[src/rtl/pong_game_ctrl.sv]
// Purpose: frame-rate game sequencer for the VGA ping-pong datapath. It detects
//          wall bounces, paddle hits and misses, keeps both scores, and drives the ball mover.
// Latency: one clk from a frame_tick decision to the registered outputs.
//          Reset is asynchronous and takes effect immediately.
// Backpressure: none. Game state advances only on frame_tick. start_btn edges
//          are latched (start_pend) between ticks while in IDLE/OVER.
// Ports:   clk, reset (async, active-high), frame_tick, start_btn,
//          ball_x/ball_y (signed 11b), paddle_l_y/paddle_r_y (10b) in;
//          ball_rst, ball_move, ball_dir[3:0] ({up,down,left,right}),
//          ball_speed[1:0], score_l/score_r[3:0], state[2:0], winner out.
// Config:  define PONG_SPEEDUP_EN to build the rally counter; ball_speed then
//          steps up every 4 paddle hits. Otherwise ball_speed is tied to 0.
module pong_game_ctrl #(
    parameter int SCREEN_W     = 640,
    parameter int SCREEN_H     = 480,
    parameter int BALL_SIZE    = 20,
    parameter int PADDLE_W     = 10,
    parameter int PADDLE_H     = 80,
    parameter int PADDLE_L_X   = 20,
    parameter int PADDLE_R_X   = 610,
    parameter int SERVE_FRAMES = 60,
    parameter int WIN_SCORE    = 9
) (
    input  logic               clk,
    input  logic               reset,
    input  logic               frame_tick,
    input  logic               start_btn,
    input  logic signed [10:0] ball_x,
    input  logic signed [10:0] ball_y,
    input  logic        [9:0]  paddle_l_y,
    input  logic        [9:0]  paddle_r_y,
    output logic               ball_rst,
    output logic               ball_move,
    output logic        [3:0]  ball_dir,
    output logic        [1:0]  ball_speed,
    output logic        [3:0]  score_l,
    output logic        [3:0]  score_r,
    output logic        [2:0]  state,
    output logic               winner
);

    typedef enum logic [2:0] {
        ST_IDLE  = 3'd0,
        ST_SERVE = 3'd1,
        ST_PLAY  = 3'd2,
        ST_POINT = 3'd3,
        ST_OVER  = 3'd4
    } state_t;

    localparam logic signed [12:0] BALL     = 13'(BALL_SIZE);
    localparam logic signed [12:0] SCR_W    = 13'(SCREEN_W);
    localparam logic signed [12:0] SCR_H    = 13'(SCREEN_H);
    localparam logic signed [12:0] PAD_H    = 13'(PADDLE_H);
    localparam logic signed [12:0] PAD_L_RE = 13'(PADDLE_L_X + PADDLE_W);
    localparam logic signed [12:0] PAD_R_LE = 13'(PADDLE_R_X);
    localparam logic        [7:0]  SERVE_N  = 8'(SERVE_FRAMES);
    localparam logic        [3:0]  WIN_N    = 4'(WIN_SCORE);

    state_t     state_q;
    logic       start_q;
    logic       start_pend;
    logic [7:0] serve_cnt;

    assign state = state_q;

    // All position maths in signed 13 bits so that sums cannot overflow.
    logic signed [12:0] bx, by, pl, pr;
    assign bx = {{2{ball_x[10]}}, ball_x};
    assign by = {{2{ball_y[10]}}, ball_y};
    assign pl = {3'b000, paddle_l_y};
    assign pr = {3'b000, paddle_r_y};

    logic hit_top, hit_bot, ovl_l, ovl_r, hit_l, hit_r, miss_l, miss_r;
    logic game_won, go_serve;

    assign hit_top = ball_dir[3] && (by <= 13'sd0);
    assign hit_bot = ball_dir[2] && ((by + BALL) >= SCR_H);
    assign ovl_l   = ((by + BALL) > pl) && (by < (pl + PAD_H));
    assign ovl_r   = ((by + BALL) > pr) && (by < (pr + PAD_H));
    assign hit_l   = ball_dir[1] && (bx <= PAD_L_RE) && ovl_l;
    assign hit_r   = ball_dir[0] && ((bx + BALL) >= PAD_R_LE) && ovl_r;
    // A ball that reaches the paddle column but also the wall is still a hit.
    assign miss_l  = ball_dir[1] && !hit_l && (bx <= 13'sd0);
    assign miss_r  = ball_dir[0] && !hit_r && ((bx + BALL) >= SCR_W);

    assign game_won = (score_l == WIN_N) || (score_r == WIN_N);
    assign go_serve = frame_tick &&
                      ((((state_q == ST_IDLE) || (state_q == ST_OVER)) && start_pend) ||
                       ((state_q == ST_POINT) && !game_won));

`ifdef PONG_SPEEDUP_EN
    logic [3:0] rally;
    assign ball_speed = rally[3:2];
`else
    assign ball_speed = 2'd0;
`endif

    always_ff @(posedge clk or posedge reset) begin
        if (reset) begin
            state_q    <= ST_IDLE;
            ball_rst   <= 1'b0;
            ball_move  <= 1'b0;
            ball_dir   <= 4'b0101;
            score_l    <= 4'd0;
            score_r    <= 4'd0;
            winner     <= 1'b0;
            start_pend <= 1'b0;
            serve_cnt  <= 8'd0;
            // Treat the button as already high so a level held through reset
            // does not look like a press.
            start_q    <= 1'b1;
`ifdef PONG_SPEEDUP_EN
            rally      <= 4'd0;
`endif
        end else begin
            start_q  <= start_btn;
            ball_rst <= 1'b0;

            if ((state_q != ST_IDLE) && (state_q != ST_OVER))
                start_pend <= 1'b0;
            else if (start_btn && !start_q)
                start_pend <= 1'b1;

            if (frame_tick) begin
                case (state_q)
                    ST_IDLE: begin
                        ball_move <= 1'b0;
                        if (start_pend)
                            start_pend <= 1'b0;
                    end
                    ST_OVER: begin
                        ball_move <= 1'b0;
                        if (start_pend) begin
                            start_pend <= 1'b0;
                            score_l    <= 4'd0;
                            score_r    <= 4'd0;
                        end
                    end
                    ST_SERVE: begin
                        if (serve_cnt <= 8'd1) begin
                            serve_cnt <= 8'd0;
                            state_q   <= ST_PLAY;
                            ball_move <= 1'b1;
                        end else begin
                            serve_cnt <= serve_cnt - 8'd1;
                        end
                    end
                    ST_PLAY: begin
                        if (hit_top)
                            ball_dir[3:2] <= 2'b01;
                        else if (hit_bot)
                            ball_dir[3:2] <= 2'b10;

                        if (hit_l || hit_r) begin
                            ball_dir[1:0] <= hit_l ? 2'b01 : 2'b10;
`ifdef PONG_SPEEDUP_EN
                            if (rally != 4'hF)
                                rally <= rally + 4'd1;
`endif
                        end else if (miss_l || miss_r) begin
                            // winner tracks the last scorer; it is only
                            // meaningful to the outside once in OVER.
                            if (miss_l && (score_r != 4'hF))
                                score_r <= score_r + 4'd1;
                            if (miss_r && (score_l != 4'hF))
                                score_l <= score_l + 4'd1;
                            winner    <= miss_l;
                            ball_move <= 1'b0;
                            state_q   <= ST_POINT;
                        end
                    end
                    ST_POINT: begin
                        ball_move <= 1'b0;
                        if (game_won)
                            state_q <= ST_OVER;
                        else
                            // Serve toward the player who conceded.
                            ball_dir[1:0] <= winner ? 2'b10 : 2'b01;
                    end
                    default: state_q <= ST_IDLE;
                endcase
            end

            if (go_serve) begin
                state_q   <= ST_SERVE;
                ball_rst  <= 1'b1;
                serve_cnt <= SERVE_N;
`ifdef PONG_SPEEDUP_EN
                rally     <= 4'd0;
`endif
            end
        end
    end

endmodule

[config.mk]
export PLATFORM = sky130hd
export DESIGN_NAME = pong_game_ctrl
export DESIGN_NICKNAME = d
export VERILOG_FILES = /design/src/rtl/pong_game_ctrl.sv
export SDC_FILE = /design/constraint.sdc
export NUM_CORES = 1
export LEC_CHECK = 0
export ABC_AREA = 1
export CAP_MARGIN = 20
export CORE_ASPECT_RATIO = 2
export CORE_MARGIN = 2
export CORE_UTILIZATION = 50
export CTS_BUF_LIST = sky130_fd_sc_hd__clkbuf_16
export DETAILED_ROUTE_END_ITERATION = 7
export PLACE_DENSITY = 0.8
export SLEW_MARGIN = 10
export SYNTH_ARGS = -nofsm -noshare
export SYNTH_HDL_FRONTEND = slang
export SYNTH_SLANG_ARGS = --single-unit
export TNS_END_PERCENT = 30
[constraint.sdc]
create_clock -name clk -period 2.4 [get_ports clk]
set_input_delay 0.48 -clock clk [delete_from_list [all_inputs] [get_ports clk]]
set_output_delay 0.48 -clock clk [all_outputs]
set_load 0.1 [all_outputs]
Yosys cells after proc, flatten, opt, wreduce, memory -nomap -nowiden

Cells that the tools add are included.

Multiplexer cells: 37
Bitwise logic cells: 1
Equal/unequal tests: 22
Add/subtract/negate cells: 7
Magnitude comparators: 11
Reduce and logical (&&, ||, !) cells: 46

Operators by type and width:

| kind                    | count |
|---|---|
| $mux W8                 | 4 |
| $mux W4                 | 7 |
| $add A11 B6 Y12 const B | 2 |
| $ge A12 B11 Y1 const B  | 2 |
| $gt A12 B11 Y1          | 2 |
| $lt A11 B12 Y1          | 2 |
| $add A10 B7 Y11 const B | 2 |
| $le A11 B1 Y1 const B   | 2 |
| $logic_and A1 B1 Y1     | 19 |
| $mux W3                 | 6 |
| $reduce_and A6 Y1       | 3 |
| $ne A2 B2 Y1 const B    | 8 |
| $pmux W4 S2             | 2 |
| $ne A3 B3 Y1 const B    | 5 |
| $ge A12 B10 Y1 const B  | 1 |
| $mux W2                 | 6 |
| $pmux W3 S4             | 1 |
| $le A11 B6 Y1 const B   | 1 |
| $reduce_bool A2 Y1      | 5 |
| $mux W1                 | 9 |
| $add A4 B1 Y4 const B   | 2 |
| $eq A4 B4 Y1 const B    | 2 |
| $le A8 B1 Y1 const B    | 1 |
| $ne A4 B4 Y1 const B    | 2 |
| other kinds (18)        | 28 |

Output and inout port bits: 20
Input port bits: 46
Bits in registers: 28
Word-level logic and storage cells: 135

Logic depth before layout (Yosys ltp)

Depth in word-level cells: 13
Depth in mapped cells: 21
Gate-level depth less buffers: 20

Worst setup path before layout

OpenSTA, ideal clock, no wires.

Path type: input to register
From: in ball_y[2]
To: reg ball_move
Required time: 2.326 ns
Arrival: 2.550 ns
Setup slack: -0.224 ns
Stages: 20
Library setup time: 0.074 ns
Cells stage by stage: ha_1 -> o21ai_0 -> xor2_1 -> inv_1 -> ha_1 -> nand2_1 -> nor2_1 -> nand2_1 -> nand2_1 -> nand2_1 -> nand2_1 -> nand2_1 -> nand2_1 -> nand4_4 -> nand3_2 -> nand2_4 -> buf_8 -> nand2_2 -> nand2_1 -> o21ai_2

Cells in the longest elaborated chain, start to end: 10
Elaborated cells between the ends (all ways): 20
Classes of those cells: 1 x add/sub; 4 x order compare; 2 x eq/ne; 13 x reduce/logical

RTL lines:

| item                                                        | line   | RTL |
|---|---|---|
| start, declared                                             | 29     | `input logic signed [10:0] ball_y,` |
| $add A11 B6 Y12                                             | 78, 79 |  |
| $gt A12 B11 Y1, on equally long branches                    | 78, 79 |  |
| $logic_and A1 B1 Y1, on equally long branches               | 78, 79 |  |
| $logic_and A1 B1 Y1, on equally long branches               | 80, 81 |  |
| $logic_not A1 Y1, on equally long branches                  | 83, 84 |  |
| $logic_and A1 B1 Y1, on equally long branches (2 in series) | 83, 84 |  |
| $logic_or A1 B1 Y1                                          | 160    | `end else if (miss_l \|\| miss_r) begin` |
| $ne A2 B2 Y1 (no line)                                      | -      |  |
| $reduce_and A5 Y1 (no line) (*)                             | -      |  |
| end signal, assigned                                        | 102    | `ball_move <= 1'b0;` |
| end signal, assigned                                        | 168    | `ball_move <= 1'b0;` |
| end signal, assigned                                        | 173    | `ball_move <= 1'b0;` |
| end, declared                                               | 33     | `output logic ball_move,` |

Every way passes the cells marked *; elsewhere a longest branch is shown, timed or not.
A chain may end at the register's enable or synchronous reset.

Worst setup path after layout

From: in ball_y[2]
To: reg score_r[3]

Cells in the longest elaborated chain, start to end: 10
Elaborated cells between the ends (all ways): 22
Classes of those cells: 1 x add/sub; 4 x order compare; 3 x eq/ne; 14 x reduce/logical

RTL lines:

| item                                                        | line     | RTL |
|---|---|---|
| $add A11 B6 Y12                                             | 78, 79   |  |
| $gt A12 B11 Y1, on equally long branches                    | 78, 79   |  |
| $logic_and A1 B1 Y1, on equally long branches               | 78, 79   |  |
| $logic_and A1 B1 Y1, on equally long branches               | 80, 81   |  |
| $logic_not A1 Y1, on equally long branches                  | 83, 84   |  |
| $logic_and A1 B1 Y1, on equally long branches (2 in series) | 83, 84   |  |
| $logic_and A1 B1 Y1 or $logic_or A1 B1 Y1 (tied branches)   | 163, 160 |  |
| $ne A2 B2 Y1 (no line)                                      | -        |  |
| $reduce_and A6 Y1 (no line) (*)                             | -        |  |
| end signal, assigned                                        | 164      | `score_r <= score_r + 4'd1;` |
| end, declared                                               | 37       | `output logic [3:0] score_r,` |

Marked as above.

==> impl_metrics.yaml <==
yosys:
  syn_avg_cell_area_sq_um: 6.71
  count_of_flip_flops_with_a_built_in_enable_after_synthesis: 0
  synth_cell_type_count: 44
  netlist_top_cells_count: "sky130_fd_sc_hd__nand2_1, sky130_fd_sc_hd__inv_1, sky130_fd_sc_hd__ha_1, sky130_fd_sc_hd__nor2_1, sky130_fd_sc_hd__nand3_1"
  area_share_of_the_largest_cell_type_after_synthesis_pct: 18.6
  netlist_instances: 502
  netlist.top_cell.by_area: "sky130_fd_sc_hd__dfrtp_1"
  post_synth_instance_area_sq_um: 3370
  synth.ff_latch_count: 28
  synth.area.top_cells: "sky130_fd_sc_hd__dfrtp_1, sky130_fd_sc_hd__ha_1, sky130_fd_sc_hd__nand2_1, sky130_fd_sc_hd__inv_1, sky130_fd_sc_hd__nor2_1"
  synth_most_common_cell: "sky130_fd_sc_hd__nand2_1"
  synth-seq-area-share_pct: 20.9
  synthesis.yosys.warnings: 0
  async_flop_share_pct: 100
  ys.flop_type: "sky130_fd_sc_hd__dfrtp_1"
power_and_ir_drop:
  power.share.clock_pct: 14.0
  swShare_pct: 52.3
  power.density_nw_per_um2: 694
  power.share.combinational_pct: 63.7
  power.static_leakage_nw: 2.61
  net-switching-power_mw: 1.84
  internal-power_mw: 1.68
  worst_ir_drop_vdd_mv: 0.594
  p_seq_share_pct: 22.3
status:
  failed_checks: "setup timing"
  outcome: "finished, violations left"
routing:
  vias: 3969
  drt-total-wl_mm: 10.8
  detail-route-antenna-nets: 0
  route.detailed.vias_per_inst: 5.44
  drcViolationCount: 0
  drt_first_pass_iters: 5
  routed_wire_length_per_instance_um: 14.8
  drtIter0Drc: 292
timing:
  report.final.setup_viol: 12
  final.period_utilization_pct: 103
  fin_worst_skew_ps: 6.01
  report.final.hold_viol_count: 0
  setup_slack_ps: -68.3
  final_max_slew_viol_count: 0
  grt_setup_unrepaired: "yes"
  fmax_ghz: 0.405
  period_needed_ps: 2470
place:
  final_hpwl_dp_mm: 7.92
  finalWeightedCongestion: 0.909
  numPlacedInstances: 710
  place.port_buffers: 63
  place_area_sq_um: 4510
finish:
  final-seq-area_sq_um: 707
  area_occupied_by_multi_input_gates_sq_um: 2690
  filler_cell_count: 452
  syn_to_final_growth_pct: 50.7
  layoutNonFillerInstCount: 729
  layout-drive-gt1-share_pct: 30.4
  diodes: 0
  layout.nets: 737
  design_area_sq_um: 5070
global_routing:
  grt_antenna_before_repair: 0
  first_global_vias: 4030
  globalRoute.totalOverflow: 0
  grt_start_max_net_pins: 29
  gr-usage-met3_pct: 2.16
  global_route.peak_usage_layer: "met2"
  met1_usage_grt_pct: 25.0
  met2_usage_pct: 55.7
  first_pass_grt_wire_length_mm: 16.3
  globalRouteTotalUtil_pct: 28.2
clock_tree:
  cts_hold_buffers: 0
  cts.path.max_buffers: 2
  cts_made_buffers: 3
  numClockSinks: 28
  cts-root-buf: "sky130_fd_sc_hd__clkbuf_16"
  cts_tree: "built"
  clkLatencyLatePin_ps: 260
  htree_num_levels: 1
  clkTransAtPathRegs_ps: 70
floorplan:
  design.core.area_sq_um: 6570
  die_area_sq_um: 7450
  die_y_um: 120
  boundaryPins: 66
  floorplan.initialDensity_pct: 51.3
  rows: 42
  die_width_um: 62.0
setup_path:
  timing.reg2reg.worst_path_depth: 9
  worst_r2r_startpoint: "score_r[0]"
  crit-reg2reg-capture: "serve_cnt[6]"
  crit_required_ps: 2560
  critPathCaptureType: "flip-flop"
  category_of_the_most_critical_setup_path: "input port to flip-flop"
  largest_driver_fanout_on_the_critical_path: 6
  crit_path_start_kind: "input port"
  cp_data_arrival_time_ps: 2620
  reg2reg_setup_slack_ps: 190
worst_hold_path:
  hold_path_end: "ball_move"
  whs_path_depth: 2
  timing.hold.worst.class: "flip-flop to flip-flop"
  timing.hold.worst.start: "ball_move"
job:
  drv_cap: 0
-- routing by layer --
layer  vias to the layer above  share of wire [%]  wire, um
met2                       164                 59      6330
li1                       1903                  -         -
met4                         0                5.6       606
met5                         -                  0         0
met1                      1844                 32      3430
met3                        58                3.8       406
-- how the worst max path moves through the flow --
stage / slack, ps / depth (start not counted) / start / end
2_1_floorplan: -50 / 19 / ball_y[3] / ball_move
3_3_place_gp: -820 / 20 / ball_y[3] / score_r[1]
3_5_place_dp: -930 / 19 / ball_y[3] / score_r[3]
4_1_cts: -60 / 20 / ball_y[2] / score_r[3]
5_1_grt: -220 / 19 / ball_y[3] / score_r[3]
6_report: -70 / 20 / ball_y[2] / score_r[3]
-- through the flow --
step | TNS (ps) | setup WS [ps] | utilization [%] | total power [mW] | hold WS [ps]
after floorplan | -152 | -50.3 | - | 2.19 | 484
after global placement | -11750 | -825 | 68.6 | 2.69 | 469
after detailed placement | -13490 | -933 | 68.6 | 2.76 | 473
after CTS | -111 | -56.1 | 74.5 | 3.39 | 497
after global routing | -2300 | -217 | 77.3 | 3.73 | 532
final | -295 | -68.3 | 77.3 | 3.52 | 496
-- layout make-up --
cell class              count  area share (%)
clock buffers               3            1.48
clock inverters             1           0.592
inverters                  86            6.36
multi-input cells         386            52.9
flip-flops and latches     28            13.9
well taps                  88            2.17
repair buffers            137            22.6
-- sequential cells by signal, indices dropped and copies added, names as in the netlist --
name,count
start_q,1
state,3
score_r,4
serve_cnt,8
ball_rst,1
winner,1
ball_move,1
score_l,4
ball_dir,4
start_pend,1
-- kinds of logic (layout without fill, tap and decap cells) --
family | after synthesis | after routing | share of synthesized area, %
other | 1 | 2 | 0.111
buffers and inverters | 90 | 227 | 10.6
AND/OR/NAND/NOR | 242 | 243 | 32.2
flip-flops | 28 | 28 | 20.9
adder cells (fa/ha/maj) | 49 | 49 | 18.2
AO/OA/AOI/OAI | 73 | 73 | 13.0
XOR/XNOR | 19 | 19 | 4.94
-- power groups by stage --
stage               Combinational (mW)  Clock (mW)  Sequential, mW
finish                            2.24       0.493           0.786
global route                      2.41       0.511           0.806
CTS                               2.12       0.496           0.777
detailed placement                1.98           0           0.779
global placement                  1.92           0           0.773
floorplan                        0.861           0            1.33
-- cells in the final DEF (no fill, tap or decap), types with 15 or more instances in the layout --
cell                              count
sky130_fd_sc_hd__buf_4               86
sky130_fd_sc_hd__nand2_1            117
sky130_fd_sc_hd__inv_2               15
sky130_fd_sc_hd__ha_1                37
sky130_fd_sc_hd__xor2_1              15
sky130_fd_sc_hd__nand3_1             22
sky130_fd_sc_hd__clkdlybuf4s50_1     24
sky130_fd_sc_hd__inv_1               70
sky130_fd_sc_hd__dfrtp_1             23
sky130_fd_sc_hd__nor2_1              43
sky130_fd_sc_hd__a21oi_1             16
-- worst max-delay path, cell delays in order --
cell                      delay, ps
sky130_fd_sc_hd__buf_8          110
sky130_fd_sc_hd__ha_4           170
sky130_fd_sc_hd__o21ai_4        190
sky130_fd_sc_hd__xor2_2         180
sky130_fd_sc_hd__inv_2           90
sky130_fd_sc_hd__ha_4           280
sky130_fd_sc_hd__nand2_4         70
sky130_fd_sc_hd__nor2_4          90
sky130_fd_sc_hd__nand2_1         60
sky130_fd_sc_hd__nand2_1         50
sky130_fd_sc_hd__nand2_1         50
sky130_fd_sc_hd__nand2_1         50
sky130_fd_sc_hd__nand2_1         50
sky130_fd_sc_hd__nand2_2         70
sky130_fd_sc_hd__nand4_4        110
sky130_fd_sc_hd__nand3_4        150
sky130_fd_sc_hd__nand2_8         90
sky130_fd_sc_hd__buf_6          130
sky130_fd_sc_hd__nand4_1         70
sky130_fd_sc_hd__nand2_1         70
-- what timing repair did --
item / in CTS / in global routing
gates cloned: 1 / 0
buffers inserted: 11 / 3
resized for setup: 92 / 44
endpoints found under the setup margin: 15 / 15
pin swaps: 45 / 36
Note: power is estimated with default switching activity, not from simulation.
